===== config.mk =====
export PLATFORM = sky130hd
export DESIGN_NAME = input_unit
export DESIGN_NICKNAME = d
export VERILOG_FILES = /design/src/rtl/io_unit_pkg.sv /design/src/rtl/input_debouncer.sv /design/src/rtl/input_unit.sv
export SDC_FILE = /design/constraint.sdc
export NUM_CORES = 1
export LEC_CHECK = 0
export CAP_MARGIN = 40
export CORE_ASPECT_RATIO = 1.75
export CORE_MARGIN = 1.5
export CORE_UTILIZATION = 50
export DETAILED_ROUTE_END_ITERATION = 8
export GPL_TIMING_DRIVEN = 0
export PLACE_DENSITY = 0.76
export SYNTH_ARGS = -nofsm -noshare
export SYNTH_HDL_FRONTEND = slang
export SYNTH_SLANG_ARGS = --single-unit

===== constraint.sdc =====
create_clock -name i_clk -period 2.1 [get_ports i_clk]
set_input_delay 0.21 -clock i_clk [delete_from_list [all_inputs] [get_ports i_clk]]
set_output_delay 0.21 -clock i_clk [all_outputs]
set_load 0.01 [all_outputs]

===== src/rtl/io_unit_pkg.sv =====
// Shared definitions for the board-side I/O units: FSM encoding, default widths, button status.
package io_unit_pkg;
  localparam int DEF_DATA_WIDTH      = 32;
  localparam int DEF_SWITCH_WIDTH    = 11;
  localparam int DEF_DEBOUNCE_CYCLES = 500000;

  typedef logic [1:0] state_t;
  localparam state_t IDLE    = 2'd0;
  localparam state_t ARMED   = 2'd1;
  localparam state_t CAPTURE = 2'd2;
  localparam state_t RELEASE = 2'd3;

  typedef struct packed {
    logic pressed;     // debounced level, 1 = held down
    logic press_edge;  // one-cycle pulse on released->pressed
  } btn_st_t;
endpackage


===== src/rtl/input_debouncer.sv =====
// ENTER pushbutton (active-low) synchronizer and debouncer; reports debounced level and press pulse.
module input_debouncer
  import io_unit_pkg::*;
#(
  parameter int DEBOUNCE_CYCLES = DEF_DEBOUNCE_CYCLES
) (
  input  logic    i_clk,
  input  logic    i_rst_n,
  input  logic    i_enter_n,
  output btn_st_t o_btn
);
  localparam int            CW   = $clog2(DEBOUNCE_CYCLES + 1);
  localparam logic [CW-1:0] LAST = CW'(DEBOUNCE_CYCLES - 1);

  logic [1:0]    r_sync;
  logic [CW-1:0] r_cnt;
  logic          r_pressed;
  logic          r_edge;
  logic          w_diff;
  logic          w_flip;

  assign w_diff = (~r_sync[1]) != r_pressed;
  assign w_flip = w_diff && (r_cnt == LAST);

  // Synchronizer comes out of reset in the released state so a held button looks like a new press.
  always_ff @(posedge i_clk or negedge i_rst_n) begin
    if (!i_rst_n) r_sync <= 2'b11;
    else          r_sync <= {r_sync[0], i_enter_n};
  end

  always_ff @(posedge i_clk or negedge i_rst_n) begin
    if (!i_rst_n) begin
      r_cnt     <= '0;
      r_pressed <= 1'b0;
      r_edge    <= 1'b0;
    end else begin
      r_edge <= w_flip & ~r_pressed;
      if (!w_diff || w_flip) r_cnt <= '0;
      else                   r_cnt <= r_cnt + 1'b1;
      if (w_flip) r_pressed <= ~r_pressed;
    end
  end

  assign o_btn = '{pressed: r_pressed, press_edge: r_edge};
endmodule


===== src/rtl/input_unit.sv =====
// Input Data source: stalls the processor until a debounced ENTER press, then presents the switches.
// Define INPUT_SIGN_EXT_EN to sign-extend the switch word; default is zero extension.
module input_unit
  import io_unit_pkg::*;
#(
  parameter int DATA_WIDTH      = DEF_DATA_WIDTH,
  parameter int SWITCH_WIDTH    = DEF_SWITCH_WIDTH,
  parameter int DEBOUNCE_CYCLES = DEF_DEBOUNCE_CYCLES
) (
  input  logic                    i_clk,
  input  logic                    i_rst_n,
  input  logic [SWITCH_WIDTH-1:0] i_switches,
  input  logic                    i_enter,
  input  logic                    i_req,
  output logic [DATA_WIDTH-1:0]   o_odata,
  output logic                    o_valid,
  output logic                    o_waiting
);
  logic [1:0][SWITCH_WIDTH-1:0] r_sw_sync;
  logic [DATA_WIDTH-1:0]        r_odata;
  logic [DATA_WIDTH-1:0]        w_ext;
  state_t                       r_state;
  state_t                       w_next;
  btn_st_t                      w_btn;

  input_debouncer #(.DEBOUNCE_CYCLES(DEBOUNCE_CYCLES)) u_deb (
    .i_clk     (i_clk),
    .i_rst_n   (i_rst_n),
    .i_enter_n (i_enter),
    .o_btn     (w_btn)
  );

  always_ff @(posedge i_clk or negedge i_rst_n) begin
    if (!i_rst_n) r_sw_sync <= '0;
    else          r_sw_sync <= {r_sw_sync[0], i_switches};
  end

`ifdef INPUT_SIGN_EXT_EN
  assign w_ext = DATA_WIDTH'($signed(r_sw_sync[1]));
`else
  assign w_ext = DATA_WIDTH'(r_sw_sync[1]);
`endif

  always_ff @(posedge i_clk or negedge i_rst_n) begin
    if (!i_rst_n) r_state <= IDLE;
    else          r_state <= w_next;
  end

  // Dropping REQ wins over a coincident press; RELEASE waits out the press that was just consumed.
  always_comb begin
    w_next = r_state;
    case (r_state)
      IDLE:    if (i_req) w_next = ARMED;
      ARMED:   if (!i_req) w_next = IDLE;
               else if (w_btn.press_edge) w_next = CAPTURE;
      CAPTURE: w_next = RELEASE;
      RELEASE: if (!w_btn.pressed) w_next = IDLE;
      default: w_next = IDLE;
    endcase
  end

  // Hold register keeps the word captured during the CAPTURE cycle.
  always_ff @(posedge i_clk or negedge i_rst_n) begin
    if (!i_rst_n)                 r_odata <= '0;
    else if (r_state == CAPTURE)  r_odata <= w_ext;
  end

  always_comb begin
    o_valid   = (r_state == CAPTURE);
    o_waiting = (r_state == ARMED);
    o_odata   = (r_state == CAPTURE) ? w_ext : r_odata;
  end
endmodule

==> summary by stage <==
Floorplanning
The row count is 36. The floorplan step defined a die boundary enclosing 0.006154 sq mm. From bottom edge to top edge, the die measures 102.7 microns. The number of placed I/O pins is 49.

For this configuration, the core starts out at a cell density of 0.5122. In this run the horizontal extent of the chip is 59.95 microns. The floorplan step defined a core boundary enclosing 0.005540 sq mm.

STA
Setup repair after global routing left no endpoint under its margin. Static timing analysis puts the maximum clock frequency at 498.9 MHz. Measured against its own limit, the worst slew margin works out to 0.7714. At the pin with the least slew margin, the transition time is 0.3404 ns. Of the available clock period, the critical path in the final layout requires 0.9546. The final critical path time including I/O delays and setup is 2.005 ns.

The tightest hold path in the finished design has a slack of 0.2687 ns. Between clock sinks in the finished design, the worst skew comes to 0.009095 ns. The total count of max-transition violations in the final report is 0.

The number of failing hold endpoints at the final stage is 0. Setup violations remaining at the end of the flow were counted as 0.

Finish
The layout filler cell count is 428. Relative to the synthesized area, the layout overhead comes to 30.51%. The post-layout net count is 287. The final instance count without filler cells is 352. The fraction of final layout cells with drive strength greater than 1 is 0.1848. The number of antenna diodes in the final layout is 0.

Route
Before antenna repair, the detailed router went through 4 iterations. The post-route antenna net violation count is 0. The total number of vias is 1778. In the routed design, unresolved DRC markers number 0. After detailed routing, the average wire length per cell comes to 14.30 microns. In the routed layout, each cell is associated on average with a via count of 5.051. The starting DRC count in detailed routing is 57. The routed design has 5034 microns of wire.

Job
Max-cap violations in this run came to 0.

GRT
The number of global-route vias before repair is 1773. The largest net degree at the start of global routing is 64. The overall routing resource usage is 0.1818.

The number of antenna violations at the first check in global routing came to 0. The global-route wire length before repair is 8135 microns. The overall overflow remaining after global route is 0.

Logic synthesis
Synthesis produced 209 cells. The mean instance size in the synthesized netlist is 13.58 sq um. In this run, distinct cell masters in the synthesized netlist total 36. The post-synthesis sequential element count is 79. The warning count from the yosys run is 0. The number of nets in the synthesized netlist is 225. Summing every instance area after synthesis gives 0.002838 sq mm. The share of the yosys chip area belonging to registers is 0.6975.

Power
The reported leakage power is 1.724 nW. The net switching share of the total power is 0.2141. The internal power of the cells is 2.168 mW.

The part of the total power dissipated in sequential elements is 0.567. The share of total power dissipated in combinational logic is 0.032. The analysis attributes to net switching a power of 0.5906 mW. Across the VDD grid, the largest voltage drop is 0.4830 mV.

The areal power density over the cells is 744.8 mW/mm^2. Of the total power, the clock network draws 0.400.

Clock tree
The CTS H-tree depth is 3. For this design, the sink count on the clock tree is 79. TritonCTS built the clock tree. In this run, CTS created clock tree buffers numbering 9. The insertion delay to the later sink of the worst-skew pair is 0.35 ns. The cell sitting at the root of the clock tree is a sky130_fd_sc_hd__clkbuf_8. The number of buffers on the longest clock path is 2. The post-CTS clock slew at the launch and capture registers of the worst setup and hold paths is 0.08 ns.

Setup path
STA puts the critical path data required time at 1.89 ns. In this run the worst path has a maximum fanout of 10. STA classifies the critical path endpoint as an output port.

The data arrival time at the worst-slack endpoint is 1.79 ns. The setup path with the least slack is of type flip-flop to output port. The setup check on the worst reg-to-reg path leaves a slack of 0.12 ns. The worst register-to-register path has a depth of 5. The worst setup path is launched from a flip-flop. In this run the critical register-to-register path is captured at u_deb.r_cnt[12]$_DFF_PN0_. The worst register-to-register path begins at u_deb.r_cnt[11]$_DFF_PN0_.

Place
In this run, placement finished with an instance count of 334. The post-DP HPWL is 3502 microns. The count of buffers added on input and output ports is 48. The congestion estimate from routability-driven global placement came to 0.8372.

Outcome
The run finished with clean final reports.

Hold path
The kind of path behind the tightest hold check is primary input to asynchronous set/reset pin.
## power groups by stage
stage               Clock [mW]  Combinational [mW]  Sequential (mW)
finish                    1.10              0.0893             1.57
global route              1.19               0.102             1.57
global placement             0              0.0770             1.59
detailed placement           0              0.0849             1.59
CTS                       1.12              0.0891             1.56
floorplan                    0              0.0173             1.59
## layout make-up
cell class / count / area, sq um / share of cell area
clock buffers: 10 / 137.6 / 0.03716
plain buffers: 5 / 36.28 / 0.009797
flip-flops and latches: 79 / 1981 / 0.5348
well taps: 76 / 95.09 / 0.02568
repair buffers: 52 / 523.0 / 0.1412
clock inverters: 6 / 60.06 / 0.01622
inverters: 5 / 18.77 / 0.005068
multi-input cells: 119 / 852.1 / 0.2301
## per-layer routing
metal,global-route usage,vias to the layer above,part of all wire
li1,-,834,-
met1,0.2090,880,0.40
met2,0.2943,56,0.53
met3,0.06148,8,0.045
met4,0.09573,0,0.022
met5,0,-,0
## state kept, by name (all words and copies together) (netlist names), named ones only
name	count
r_odata	32
r_sw_sync	22
u_deb.r_cnt	19
u_deb.r_sync	2
r_state	1
u_deb.r_edge	1
u_deb.r_pressed	1
## cells by family (layout without fill, tap and decap cells)
kind of cell / Yosys count / count (layout) / synth area share
adder cells (fa/ha/maj): 1 / 1 / 0.004408
XOR/XNOR: 13 / 13 / 0.04012
multiplexers: 12 / 12 / 0.04762
buffers and inverters: 11 / 78 / 0.01631
AO/OA/AOI/OAI: 16 / 16 / 0.03439
flip-flops: 79 / 79 / 0.6975
AND/OR/NAND/NOR: 77 / 77 / 0.1596
## cell usage after synthesis
cell type	number	area share
sky130_fd_sc_hd__mux2_2	12	0.048
sky130_fd_sc_hd__and4_2	2	0.0071
sky130_fd_sc_hd__dfrtp_1	77	0.68
sky130_fd_sc_hd__inv_1	5	0.0066
sky130_fd_sc_hd__or4_1	1	0.0026
sky130_fd_sc_hd__a211oi_1	1	0.0026
sky130_fd_sc_hd__o21ai_2	1	0.0031
sky130_fd_sc_hd__nor2_1	17	0.022
sky130_fd_sc_hd__nand4_4	1	0.0075
sky130_fd_sc_hd__buf_2	1	0.0018
sky130_fd_sc_hd__or2_2	1	0.0022
sky130_fd_sc_hd__or3_1	3	0.0066
sky130_fd_sc_hd__nor4b_1	2	0.0062
sky130_fd_sc_hd__nand3_1	6	0.011
sky130_fd_sc_hd__nand2_1	6	0.0079
sky130_fd_sc_hd__o221ai_1	1	0.0031
sky130_fd_sc_hd__or3b_2	1	0.0031
sky130_fd_sc_hd__nor2b_1	1	0.0022
sky130_fd_sc_hd__nand2b_1	1	0.0022
sky130_fd_sc_hd__xnor2_1	6	0.019
sky130_fd_sc_hd__nor4_1	2	0.0044
sky130_fd_sc_hd__o21ai_0	4	0.0071
sky130_fd_sc_hd__and2_1	21	0.046
sky130_fd_sc_hd__ha_1	1	0.0044
sky130_fd_sc_hd__o31ai_1	2	0.0053
sky130_fd_sc_hd__a31oi_1	2	0.0044
sky130_fd_sc_hd__buf_4	1	0.0026
sky130_fd_sc_hd__nor3_1	2	0.0035
sky130_fd_sc_hd__dfstp_2	2	0.019
sky130_fd_sc_hd__clkbuf_1	4	0.0053
sky130_fd_sc_hd__or4_4	1	0.0040
sky130_fd_sc_hd__nand4b_1	1	0.0031
sky130_fd_sc_hd__and3_1	3	0.0066
sky130_fd_sc_hd__nand4_1	5	0.011
sky130_fd_sc_hd__a21oi_1	5	0.0088
sky130_fd_sc_hd__xor2_1	7	0.022
## placed cells by master, fill, tap and decap left out, types with 2 or more instances in the layout
cell type                         Yosys  final
sky130_fd_sc_hd__o31ai_1              2      2
sky130_fd_sc_hd__and4_2               2      2
sky130_fd_sc_hd__nand2_1              6      6
sky130_fd_sc_hd__a21oi_1              5      5
sky130_fd_sc_hd__nor4b_2              0      2
sky130_fd_sc_hd__clkbuf_8             0     11
sky130_fd_sc_hd__clkinv_2             0      3
sky130_fd_sc_hd__clkinvlp_4           0      2
sky130_fd_sc_hd__dfrtp_1             77     76
sky130_fd_sc_hd__o21ai_0              4      4
sky130_fd_sc_hd__or3_1                3      3
sky130_fd_sc_hd__dfstp_2              2      2
sky130_fd_sc_hd__nand4_1              5      5
sky130_fd_sc_hd__clkdlybuf4s50_1      0     38
sky130_fd_sc_hd__buf_4                1      4
sky130_fd_sc_hd__xor2_1               7      7
sky130_fd_sc_hd__nor2_1              17     17
sky130_fd_sc_hd__a31oi_1              2      2
sky130_fd_sc_hd__nand3_1              6      6
sky130_fd_sc_hd__mux2_2              12     12
sky130_fd_sc_hd__nor3_1               2      2
sky130_fd_sc_hd__nor4_1               2      2
sky130_fd_sc_hd__buf_2                1      3
sky130_fd_sc_hd__dlygate4sd2_1        0      8
sky130_fd_sc_hd__and2_1              21     21
sky130_fd_sc_hd__and3_1               3      3
sky130_fd_sc_hd__inv_1                5      5
sky130_fd_sc_hd__xnor2_1              6      6
## how the worst max path moves through the flow
| stage | slack (ns) | start | cells after the start | endpoint |
|---|---|---|---|---|
| after floorplan | 0.24 | u_deb.r_cnt[0]$_DFF_PN0_ | 5 | u_deb.r_cnt[16]$_DFF_PN0_ |
| after global placement | -1.77 | i_rst_n | 1 | u_deb.r_cnt[2]$_DFF_PN0_ |
| after detailed placement | -0.30 | flip-flop | 5 | o_odata[4] |
| after CTS | 0.02 | flip-flop | 4 | o_odata[12] |
| after global routing | 0.002 | u_deb.r_cnt[11]$_DFF_PN0_ | 5 | u_deb.r_cnt[12]$_DFF_PN0_ |
| final | 0.1 | flip-flop | 4 | o_odata[16] |
## metrics by stage
stage                     worst slack, ns  setup TNS (ns)    util  area [sq um]  total power [mW]
after floorplan                    0.2446               0       -          2838             1.607
after global placement             -1.769         -139.84  0.6161          3413             1.670
after detailed placement          -0.2953          -2.603  0.6206          3438             1.679
after CTS                         0.02099               0  0.6622          3669             2.777
after global routing             0.001615               0  0.6685          3704             2.863
final                             0.09542               0  0.6685          3704             2.758
## critical path, cell delays in order, from the launching register on
cell and delay [ns]:
sky130_fd_sc_hd__dfrtp_2 0.42, sky130_fd_sc_hd__nand2b_4 0.11, sky130_fd_sc_hd__buf_2 0.18, sky130_fd_sc_hd__and2_1 0.18, sky130_fd_sc_hd__clkdlybuf4s50_1 0.55
## repair_timing
action / in CTS / in global routing
gates resized for setup: 16 / 8
setup endpoints to repair: 33 / 18
pin swaps: 0 / 0
hold buffers: 1 / 0
hold endpoints to repair: 16 / 0
setup buffers: 2 / 0
No activity file was read; power rests on OpenSTA's default activity.
